File: src/rtl/hex_display_mux.sv
// Time-multiplexed hex display driver: a load-strobed shadow register scanned onto
// NUM_DIGITS common-anode digits with per-digit blanking and leading-zero suppression.
module hex_display_mux #(
   parameter int NUM_DIGITS  = 4,
   parameter int REFRESH_DIV = 50000,
   localparam int IDX_W = (NUM_DIGITS > 1) ? $clog2(NUM_DIGITS) : 1
) (
   input  logic                    clk,
   input  logic                    reset,
   input  logic                    load,
   input  logic [4*NUM_DIGITS-1:0] value,
   input  logic [NUM_DIGITS-1:0]   blank_mask,
   input  logic                    lz_suppress,
   output logic [0:6]              seg,
   output logic [NUM_DIGITS-1:0]   an,
   output logic [IDX_W-1:0]        digit_idx
);

   localparam int CNT_W = $clog2(REFRESH_DIV);

   // Segment pattern for one nibble, active-low, written in the board's table order
   function automatic logic [6:0] hex7(input logic [3:0] nib);
      case (nib)
         4'h0:    hex7 = 7'b100_0000;
         4'h1:    hex7 = 7'b111_1001;
         4'h2:    hex7 = 7'b010_0100;
         4'h3:    hex7 = 7'b011_0000;
         4'h4:    hex7 = 7'b001_1001;
         4'h5:    hex7 = 7'b001_0010;
         4'h6:    hex7 = 7'b000_0010;
         4'h7:    hex7 = 7'b111_1000;
         4'h8:    hex7 = 7'b000_0000;
         4'h9:    hex7 = 7'b001_1000;
         4'hA:    hex7 = 7'b000_1000;
         4'hB:    hex7 = 7'b000_0011;
         4'hC:    hex7 = 7'b100_0110;
         4'hD:    hex7 = 7'b010_0001;
         4'hE:    hex7 = 7'b000_0110;
         4'hF:    hex7 = 7'b000_1110;
         default: hex7 = 7'b111_1111;
      endcase
   endfunction

   logic [4*NUM_DIGITS-1:0] shadow_r;
   logic [CNT_W-1:0]        cnt_r;
   logic [IDX_W-1:0]        idx_r;

   logic [3:0]              nibble_s;
   logic [NUM_DIGITS-1:0]   lz_blank_s;
   logic [NUM_DIGITS-1:0]   an_s;
   logic                    zero_run_s;
   logic                    blank_s;

   // Shadow register: display content only changes on a load strobe
   always_ff @(posedge clk) begin
      if (reset) begin
         shadow_r <= '0;
      end else if (load) begin
         shadow_r <= value;
      end
   end

   // Refresh counter and scan index
   always_ff @(posedge clk) begin
      if (reset) begin
         cnt_r <= '0;
         idx_r <= '0;
      end else if (cnt_r == CNT_W'(REFRESH_DIV - 1)) begin
         cnt_r <= '0;
         idx_r <= (idx_r == IDX_W'(NUM_DIGITS - 1)) ? '0 : idx_r + IDX_W'(1);
      end else begin
         cnt_r <= cnt_r + CNT_W'(1);
      end
   end

   // Leading-zero map: a digit is suppressible while it and everything above it is zero
   always_comb begin
      lz_blank_s = '0;
      zero_run_s = 1'b1;
      for (int i = NUM_DIGITS - 1; i >= 1; i--) begin
         zero_run_s    = zero_run_s & (shadow_r[4*i +: 4] == 4'h0);
         lz_blank_s[i] = zero_run_s;
      end
   end

   // Select the current digit's nibble, enable pattern and blank decision
   always_comb begin
      nibble_s = 4'h0;
      blank_s  = 1'b0;
      an_s     = '1;
      for (int i = 0; i < NUM_DIGITS; i++) begin
         if (idx_r == IDX_W'(i)) begin
            nibble_s = shadow_r[4*i +: 4];
            blank_s  = blank_mask[i] | (lz_suppress & lz_blank_s[i]);
            an_s[i]  = 1'b0;
         end else begin
            an_s[i]  = 1'b1;
         end
      end
   end

   // Registered outputs, one cycle behind the scan state
   always_ff @(posedge clk) begin
      if (reset) begin
         seg       <= 7'b111_1111;
         an        <= '1;
         digit_idx <= '0;
      end else begin
         seg       <= blank_s ? 7'b111_1111 : hex7(nibble_s);
         an        <= an_s;
         digit_idx <= idx_r;
      end
   end

endmodule

File: config.mk
export PLATFORM = sky130hd
export DESIGN_NAME = hex_display_mux
export DESIGN_NICKNAME = d
export VERILOG_FILES = /design/src/rtl/hex_display_mux.sv
export SDC_FILE = /design/constraint.sdc
export NUM_CORES = 1
export LEC_CHECK = 0
export CAP_MARGIN = 20
export CORE_MARGIN = 1
export CORE_UTILIZATION = 30
export CTS_BUF_LIST = sky130_fd_sc_hd__clkbuf_4 sky130_fd_sc_hd__clkbuf_8 sky130_fd_sc_hd__clkbuf_16
export CTS_CLUSTER_DIAMETER = 100
export DETAILED_ROUTE_END_ITERATION = 6
export PLACE_DENSITY_LB_ADDON = 0.12
export SYNTH_ARGS = -nofsm -noshare
export SYNTH_HDL_FRONTEND = slang
export SYNTH_SLANG_ARGS = --single-unit
File: constraint.sdc
create_clock -name clk -period 3.4 [get_ports clk]
set_clock_uncertainty 0.2 [all_clocks]
set_input_delay 0.51 -clock clk [delete_from_list [all_inputs] [get_ports clk]]
set_output_delay 0.51 -clock clk [all_outputs]
set_load 0.01 [all_outputs]
Word-level counts from Yosys, hierarchy flattened
Memories as Yosys holds them, arrays and structs flattened. A register that Yosys moved wholly into a read port is not among the register bits.
Cells that the tools add are included.

cells by class
  shifts and indexed selects = 0
  mux-type cells = 13
  $add $sub $neg = 2
  reductions and logical operators = 6
  bitwise operators = 8
  eq/ne operators = 4
  divide/modulo/power cells = 0
  magnitude comparators = 0
  multiply operators = 0

operator list
  kind                                            count
  adder 16 x 1 -> 16 bit (second input constant)  1
  == test 16 bit (second input constant)          1
  2-to-1 mux 4 bit                                4
  zero test 4 bit                                 3
  2-to-1 mux 1 bit                                8
  AND 1 bit                                       5
  == test 2 bit (second input constant)           2
  OR reduction 2 bit                              2
  bitwise OR 1 bit                                3
  adder 2 x 1 -> 2 bit (second input constant)    1
  == test 2 x 1 -> 1 bit (second input constant)  1
  zero test 2 bit                                 1
  2-to-1 mux 2 bit                                1

word-level totals
  memory bits (read-only) = 112
  bits in registers = 40
  RAM bits = 0
  memories = 1
  bits in latches = 0

memory list
  name             words  width  rd ports  clocked after Yosys merged registers in  write ports  RTL line  source
  (no name shown)  16     7      1         1                                        0            23        case (nib)

Depth between registers and ports, before layout
  word-level depth = 9
  gate-level depth with buffers = 10
  depth with buffers taken out = 9

Worst setup path after synthesis
No wires, ideal clock.

  path kind = reg-to-reg
  start = reg idx_r[1]
  end = reg seg[3] (netlist bit)
  path slack = 0.744 ns
  cell stages (with the launch flop) = 11
  period minus slack after synthesis = 2.656 ns
  data arrival time = 2.337 ns
  library setup time = 0.119 ns
  cells stage by stage = dfxtp_1 > inv_1 > ha_1 > buf_2 > nand3b_1 > a221oi_1 > inv_1 > ha_1 > mux2_2 > nor2_1 > o21ai_1

on the way
  cells in the longest elaborated chain, start to end = 6
  elaborated cells on any way between the ends = 13
  those cells by class = eq/ne (3); mux (8); reduce/logical (2)

RTL lines
  element                              RTL line  source
  start: declaration                   46        logic [IDX_W-1:0] idx_r;
  start signal: assignment             70        idx_r <= (idx_r == IDX_W'(NUM_DIGITS - 1)) ? '0 : idx_r + IDX_W'(1);
  zero test 2 bit                      92        if (idx_r == IDX_W'(i)) begin
  2-to-1 mux 1 bit (4 in a row)        92
  OR reduction 2 bit (no source line)  n/a
  end: declaration                     14        output logic [0:6] seg,

Several ways; a longest one is shown, not always the timed one.
A chain may end at the register's enable or synchronous reset.

Worst setup path in the final report
  start = reg idx_r[0]
  end = reg seg[3] (netlist bit)

The elaborated chain is that of the path after synthesis.

==> impl_metrics.yaml <==
setup_path:
  path_max_fanout: 12
  critPathSlowestCell: "dfxtp_1"
  critPathCaptureType: "register"
  startpoint_type: "register"
  slowest_delay_ns: 0.38
  worstPathCellList: "inv_1 > ha_1 > nor3b_1 > a221oi_1 > buf_4 > inv_1 > ha_1 > mux2_2 > nor2_1 > o21ai_1"
  crit_arrival_ns: 2.62
  critPathKind: "reg2reg"
  required_ns: 3.37
synthesis:
  synth_top_area_cell: "dfxtp_1"
  synth_cell_types: 47
  synth_flop_cell: "dfxtp_1"
  yosysSeqAreaShare: 0.422
  ys.warnings.count: 0
  synth.net_count: 274
  synthMuxAreaShare: 0.0814
  synth_top_family_by_area: "simple AND/OR/NAND/NOR gates"
  synthSimpleGateAreaFrac: 0.232
  syn_area_um2: 2230
  synthTopCellsByArea: "dfxtp_1 (42%), mux2i_1 (7.6%), nor2_1 (7.6%)"
  synth-edff-count: 0
  synth_async_sr_flop_share: 0
  synth_cells: 240
  synthXorXnorAreaFrac: 0.0589
  synth-adder-area-share: 0.0561
  synth.avg_cell_area_um2: 9.29
  netlist.area_leader.share: 0.422
  ys_ff_latch: 47
  synth_compound_area_frac: 0.0960
sta:
  fmax_mhz: 379
  slew_violations: 0
  min_period_ns: 2.64
  worstMarginPinSlew_ns: 0.664
  rsz0062_at_grt: "false"
  finalSetupTns_ns: 0
  setup_slack_ns: 0.759
  hold_viol: 0
  period_share: 0.777
  slew_headroom: 0.557
  setup_viol: 0
  whs_ns: 0.245
global_route:
  grt_first_pass_wirelength_mm: 7.81
  antenna_found_initial: 0
  grt_usage: 0.132
  grt-ovfl-total: 0
  first_global_vias: 1601
  grt_max_degree: 25
power:
  combPwrFrac: 0.122
  totalPowerFinal_mw: 1.13
  pwr_density_cell_nw_per_um2: 409
  ir_drop_v: 0.000152
  leakagePower_nw: 1.08
  swShare: 0.225
  internal_power_uw: 873
  power.share.sequential: 0.521
  clkPwrFrac: 0.358
  p_sw_uw: 254
finish:
  drive_gt1_frac: 0.0623
  insertedDiodeCount: 0
  syn_to_final_growth_pct: 23.6
  fin_cells: 372
  fin_nets: 307
placed_design:
  place_ws_ns: 0.755
  gp_congestion: 0.812
  dp_hpwl_mm: 3.43
  numPortBuffers: 36
  dp_cells: 365
run:
  maxCapViolCount: 0
clock_tree:
  clock_latency_ns: 0.30
  cts_resized: 0
  cts_setup_buffers: 0
  numCtsBuffers: 5
  cts-root-buf: "clkbuf_8"
  cts_hold_buf: 0
  clk_pin_slew_ns: 0.08
  ctsHtreeMaxLevel: 2
  cts_tree: "done"
  clock-sinks: 47
  cts_max_path_buffers: 2
floorplanning:
  core-area_um2: 7210
  die_x_um: 88.2
  ios: 37
  start_util: 0.309
  die_h_um: 88.2
  rows: 31
  die_area_um2: 7780
routing:
  drt_iter0_drc: 68
  ant_nets: 0
  drc: 0
  routed_wl_mm: 4.63
  vias: 1699
  dr.pass1.iters: 4
  viasPerCell: 4.57
  wire_per_inst_um: 12.5
hold_path:
  hold_class: "reg2reg"
run_status:
  status: "finished, final reports clean"
[logic make-up (layout without fill, tap and decap cells)]
| kind of cell | Yosys count | in the layout |
|---|---|---|
| AOI/OAI and AO/OA | 25 | 25 |
| xor gates and xnor gates | 15 | 15 |
| adders and majority gates | 10 | 10 |
| buffers and inverters | 22 | 55 |
| DFF | 47 | 47 |
| muxes | 18 | 18 |
| and+or+nand+nor | 103 | 103 |
[per-stage QoR]
step                      utilization  area, µm²
after floorplan                     -       2230
after global placement          0.367       2650
after detailed placement        0.367       2650
after CTS                       0.382       2760
after global routing            0.382       2760
final                           0.382       2760
[cells in the mapped netlist, types with 2 or more instances]
library cell,number
dfxtp_1,47
nor2_1,45
mux2i_1,17
nand2_1,14
nand3_1,12
ha_1,10
xor2_1,10
inv_1,9
nand2b_1,6
buf_2,5
xnor2_1,5
a211oi_1,4
and3_1,4
clkbuf_1,4
o211ai_1,4
and4_1,3
nand3b_1,3
nor3b_1,3
nor4_1,3
a21oi_1,2
buf_4,2
nand4_1,2
o21ai_0,2
[power groups by stage]
stage / Sequential (mW) / Combinational [mW] / Clock (mW)
after detailed placement: 0.600 / 0.138 / 0
after global routing: 0.590 / 0.152 / 0.442
after global placement: 0.599 / 0.139 / 0
final: 0.587 / 0.137 / 0.403
after floorplan: 0.599 / 0.0806 / 0
after CTS: 0.587 / 0.139 / 0.420
[layout make-up]
| class | count | area, µm² |
|---|---|---|
| Fill cell | 767 | 4460 |
| Tap cell | 99 | 124 |
| Multi-Input combinational cell | 171 | 1170 |
| Clock inverter | 1 | 30.0 |
| Sequential cell | 47 | 941 |
| Timing Repair Buffer | 39 | 383 |
| Clock buffer | 6 | 76.3 |
| Inverter | 9 | 33.8 |
[worst max-delay path: cells and delay by family (launching register included)]
family | cells | cell delay, ns
multiplexers | 1 | 0.34
adder cells (fa/ha/maj) | 2 | 0.68
flip-flops | 1 | 0.38
buffers and inverters | 3 | 0.36
AND/OR/NAND/NOR | 2 | 0.28
AO/OA/AOI/OAI | 2 | 0.28
[layer usage]
layer | wire (µm) | part of all wire | track usage | up-vias
li1 | - | - | - | 892
met1 | 2380 | 0.51 | 0.170 | 773
met2 | 2050 | 0.44 | 0.214 | 25
met3 | 133 | 0.029 | 0.0308 | 9
met4 | 75 | 0.016 | 0.0499 | 0
met5 | 0 | 0 | 0 | -
[registers in the layout, summed over array words and instances (netlist names)]
| register | flops |
|---|---|
| seg | 7 |
| cnt_r | 16 |
| shadow_r | 16 |
| idx_r | 2 |
| an | 4 |
| digit_idx | 2 |
[cells in the final DEF, fill, tap and decap left out, types with 2 or more instances in the layout]
cell and instances:
clkdlybuf4s50_1 36, a211oi_1 4, and3_1 4, nand3_1 12, xnor2_1 5, o21ai_0 2
nand2_1 14, buf_4 3, nand2b_1 6, a21oi_1 2, nor2_1 45, xor2_1 10
o211ai_1 4, nor4_1 3, nand4_1 2, nor3b_1 3, nand3b_1 3, inv_1 9
and4_1 3, mux2i_1 17, dfxtp_1 47, clkbuf_8 5, ha_1 10
[path summary, 6_finish.rpt]
kind | startpoint | endpoint | slack (ns) | cells after the start
max | idx_r[0] | seg[3] | 0.76 | 10
min | cnt_r[0] | cnt_r[0] | 0.24 | 1
max reg2reg | idx_r[0] | seg[3] | 0.76 | 10
min reg2reg | cnt_r[0] | cnt_r[0] | 0.24 | 1
(Power assumes the default switching activity.)
==> edit, RTL diff (config.mk and constraints unchanged) <==
Reset style: asynchronous (`reset`), changed in 3 clocked blocks.
--- a/src/rtl/hex_display_mux.sv
+++ b/src/rtl/hex_display_mux.sv
@@ -54,3 +54,3 @@
    // Shadow register: display content only changes on a load strobe
-   always_ff @(posedge clk) begin
+   always_ff @(posedge clk or posedge reset) begin
       if (reset) begin
@@ -63,3 +63,3 @@
    // Refresh counter and scan index
-   always_ff @(posedge clk) begin
+   always_ff @(posedge clk or posedge reset) begin
       if (reset) begin
@@ -102,3 +102,3 @@
    // Registered outputs, one cycle behind the scan state
-   always_ff @(posedge clk) begin
+   always_ff @(posedge clk or posedge reset) begin
       if (reset) begin
Check against the original RTL: differs if reset is asserted again (counterexample within 4 cycles, from zero or initial values and one cycle with reset high); with reset held inactive, the same outputs for 10 cycles.
==> edit against the original RTL <==
Total power fell by 1.0%. Clock power fell by 16%. Synthesized area rose by 3.6%. First-iteration DRC count rose by 10%. Sequential power rose by 4.8%. Sequential cell count did not move. Final area rose by 3.5%. Maximum frequency fell by 5.3%. Die area rose by 3.5%. Cell count fell by 7.0%. Wire length rose by 2.6%. Worst setup slack got worse by 0.15 ns. Largest cell class is now flip-flops and latches.
==> edit: results (changes against the original RTL) <==
stage;metric;value;unit;change
place;place_hpwl;3470;um;+1.3%
synth;synth_ff_type;dfrtp_1;;
hold_path;worstHoldStart;idx_r[0];;
outcome;status;completed;;
setup_path;r2r_end;seg[3];;
final_layout;seq_share;0.417;;+0.0758
synth;synth_common_cells;dfrtp_1 (36), mux2_2 (16), nor2_1 (16), inv_1 (15), nand2_1 (14);;
final_layout;flops_and_latches;47;;unchanged
routing;drt_iter0_drc;75;;+10%
place;gp_congestion;0.780;;-3.9%
power_and_ir_drop;clkPwrFrac;0.303;;-0.055
grt;grt_usage;0.128;;-0.00380
setup_path;path_delay_family;compound AO/OA/AOI/OAI gates;;
final_layout;nNonClkBuffers;38;;-2.6%
final_layout;nonClockInverterCount;15;;+6
sta;slew_headroom;0.495;;-0.0624
synth;async_flop_share;1.00;;+1.00
final_layout;num-nets-final;281;;-8.5%
final_layout;clkCellAreaFrac;0.0311;;-0.00744
routing;drtPass1Iterations;4;;unchanged
final_layout;nFillCells;710;;-7.4%
hold_path;hold_depth;0;;-1
synth;synth_compound_area_frac;0.106;;+0.0102
synth;syn_avg_cell_area;11.1;um^2;+20%
synth;synthMuxAreaShare;0.0823;;+0.000971
setup_path;cp_slowest_stage_delay;0.42;ns;+0.04 ns
final_layout;top_regs;cnt_r (16), shadow_r (16), seg (7);;
final_layout;final_layout_size_suffix_gt1_frac;0.166;;+0.104
power_and_ir_drop;fin_total_pwr;1120;uW;-1.0%
hold_path;hold_path_end;digit_idx[0];;
synth;ys_seq_area_frac;0.515;;+0.0932
power_and_ir_drop;p_sw_frac;0.250;;+0.0242
final_layout;nMultiInputCombCells;139;;-19%
synth;synth_fp_nets;243;;-11%
die;dieArea;8050;um^2;+3.5%
power_and_ir_drop;seqPwrFrac;0.552;;+0.031
place;placed_cells;338;;-7.4%
routing;routed_wirelength;4750;um;+2.6%
synth;synthTopCellsByArea;dfrtp_1 (39%), dfstp_2 (13%), mux2_2 (7.8%);;
setup_path;rrSetupSlack;0.61;ns;-0.15 ns
place;pre_cts_slack;0.643;ns;-0.112 ns
grt;grt_max_degree;48;;+92%
setup_path;cpMaxStageDelayCell;dfrtp_1;;
setup_path;cp_max_fo;9;;-3
synth;synth-xor-area-share;0.0493;;-0.00963
setup_path;reg2reg_from;idx_r[1];;
synth;synth_fa_ha_area_frac;0.0596;;+0.00347
sta;whs;0.243;ns;-0.00222 ns
setup_path;crit_arrival;2.80;ns;+0.18 ns
final_layout;seqCellArea;1190;um^2;+26%
final_layout;area_share_nonclk_buffers;0.132;;-0.00732
cts;clkTransAtPathRegs;0.09;ns;
power_and_ir_drop;p_leak;0.00120;uW;+10%
power_and_ir_drop;ir_worst_vdd;181;uV;+19%
routing;vias;1620;;-4.6%
place;placed_area;2760;um^2;+4.3%
final_layout;multi_input_area_share;0.357;;-0.0669
final_layout;fin_cells;346;;-7.0%
## edit: changes by cell type in the layout (fill, tap and decap cells not counted), sizes merged, moves of 11 or more
cell / before / now
dfxtp: 47 / 0
dfrtp: 0 / 36
nor2: 45 / 16
mux2i: 17 / 1
mux2: 1 / 16
dfstp: 0 / 11
## edit: routing by layer
| layer | track usage | routed length, um |
|---|---|---|
| met4 | 0.0492 | 65 |
| met2 | 0.181 | 2070 |
| met1 | 0.188 | 2470 |
| met3 | 0.0279 | 154 |
| met5 | 0 | 0 |
## edit: worst max-delay path by stage
| stage | startpoint | to | slack, ns | cells after the start |
|---|---|---|---|---|
| final | idx_r[1] | seg[3] | 0.61 | 10 |
| after global placement | idx_r[0] | seg[3] | 0.70 | 10 |
| after global routing | idx_r[1] | seg[3] | 0.34 | 10 |
| after floorplan | idx_r[0] | seg[3] | 0.90 | 8 |
| after CTS | idx_r[1] | seg[3] | 0.59 | 10 |
| after detailed placement | idx_r[0] | seg[3] | 0.64 | 10 |
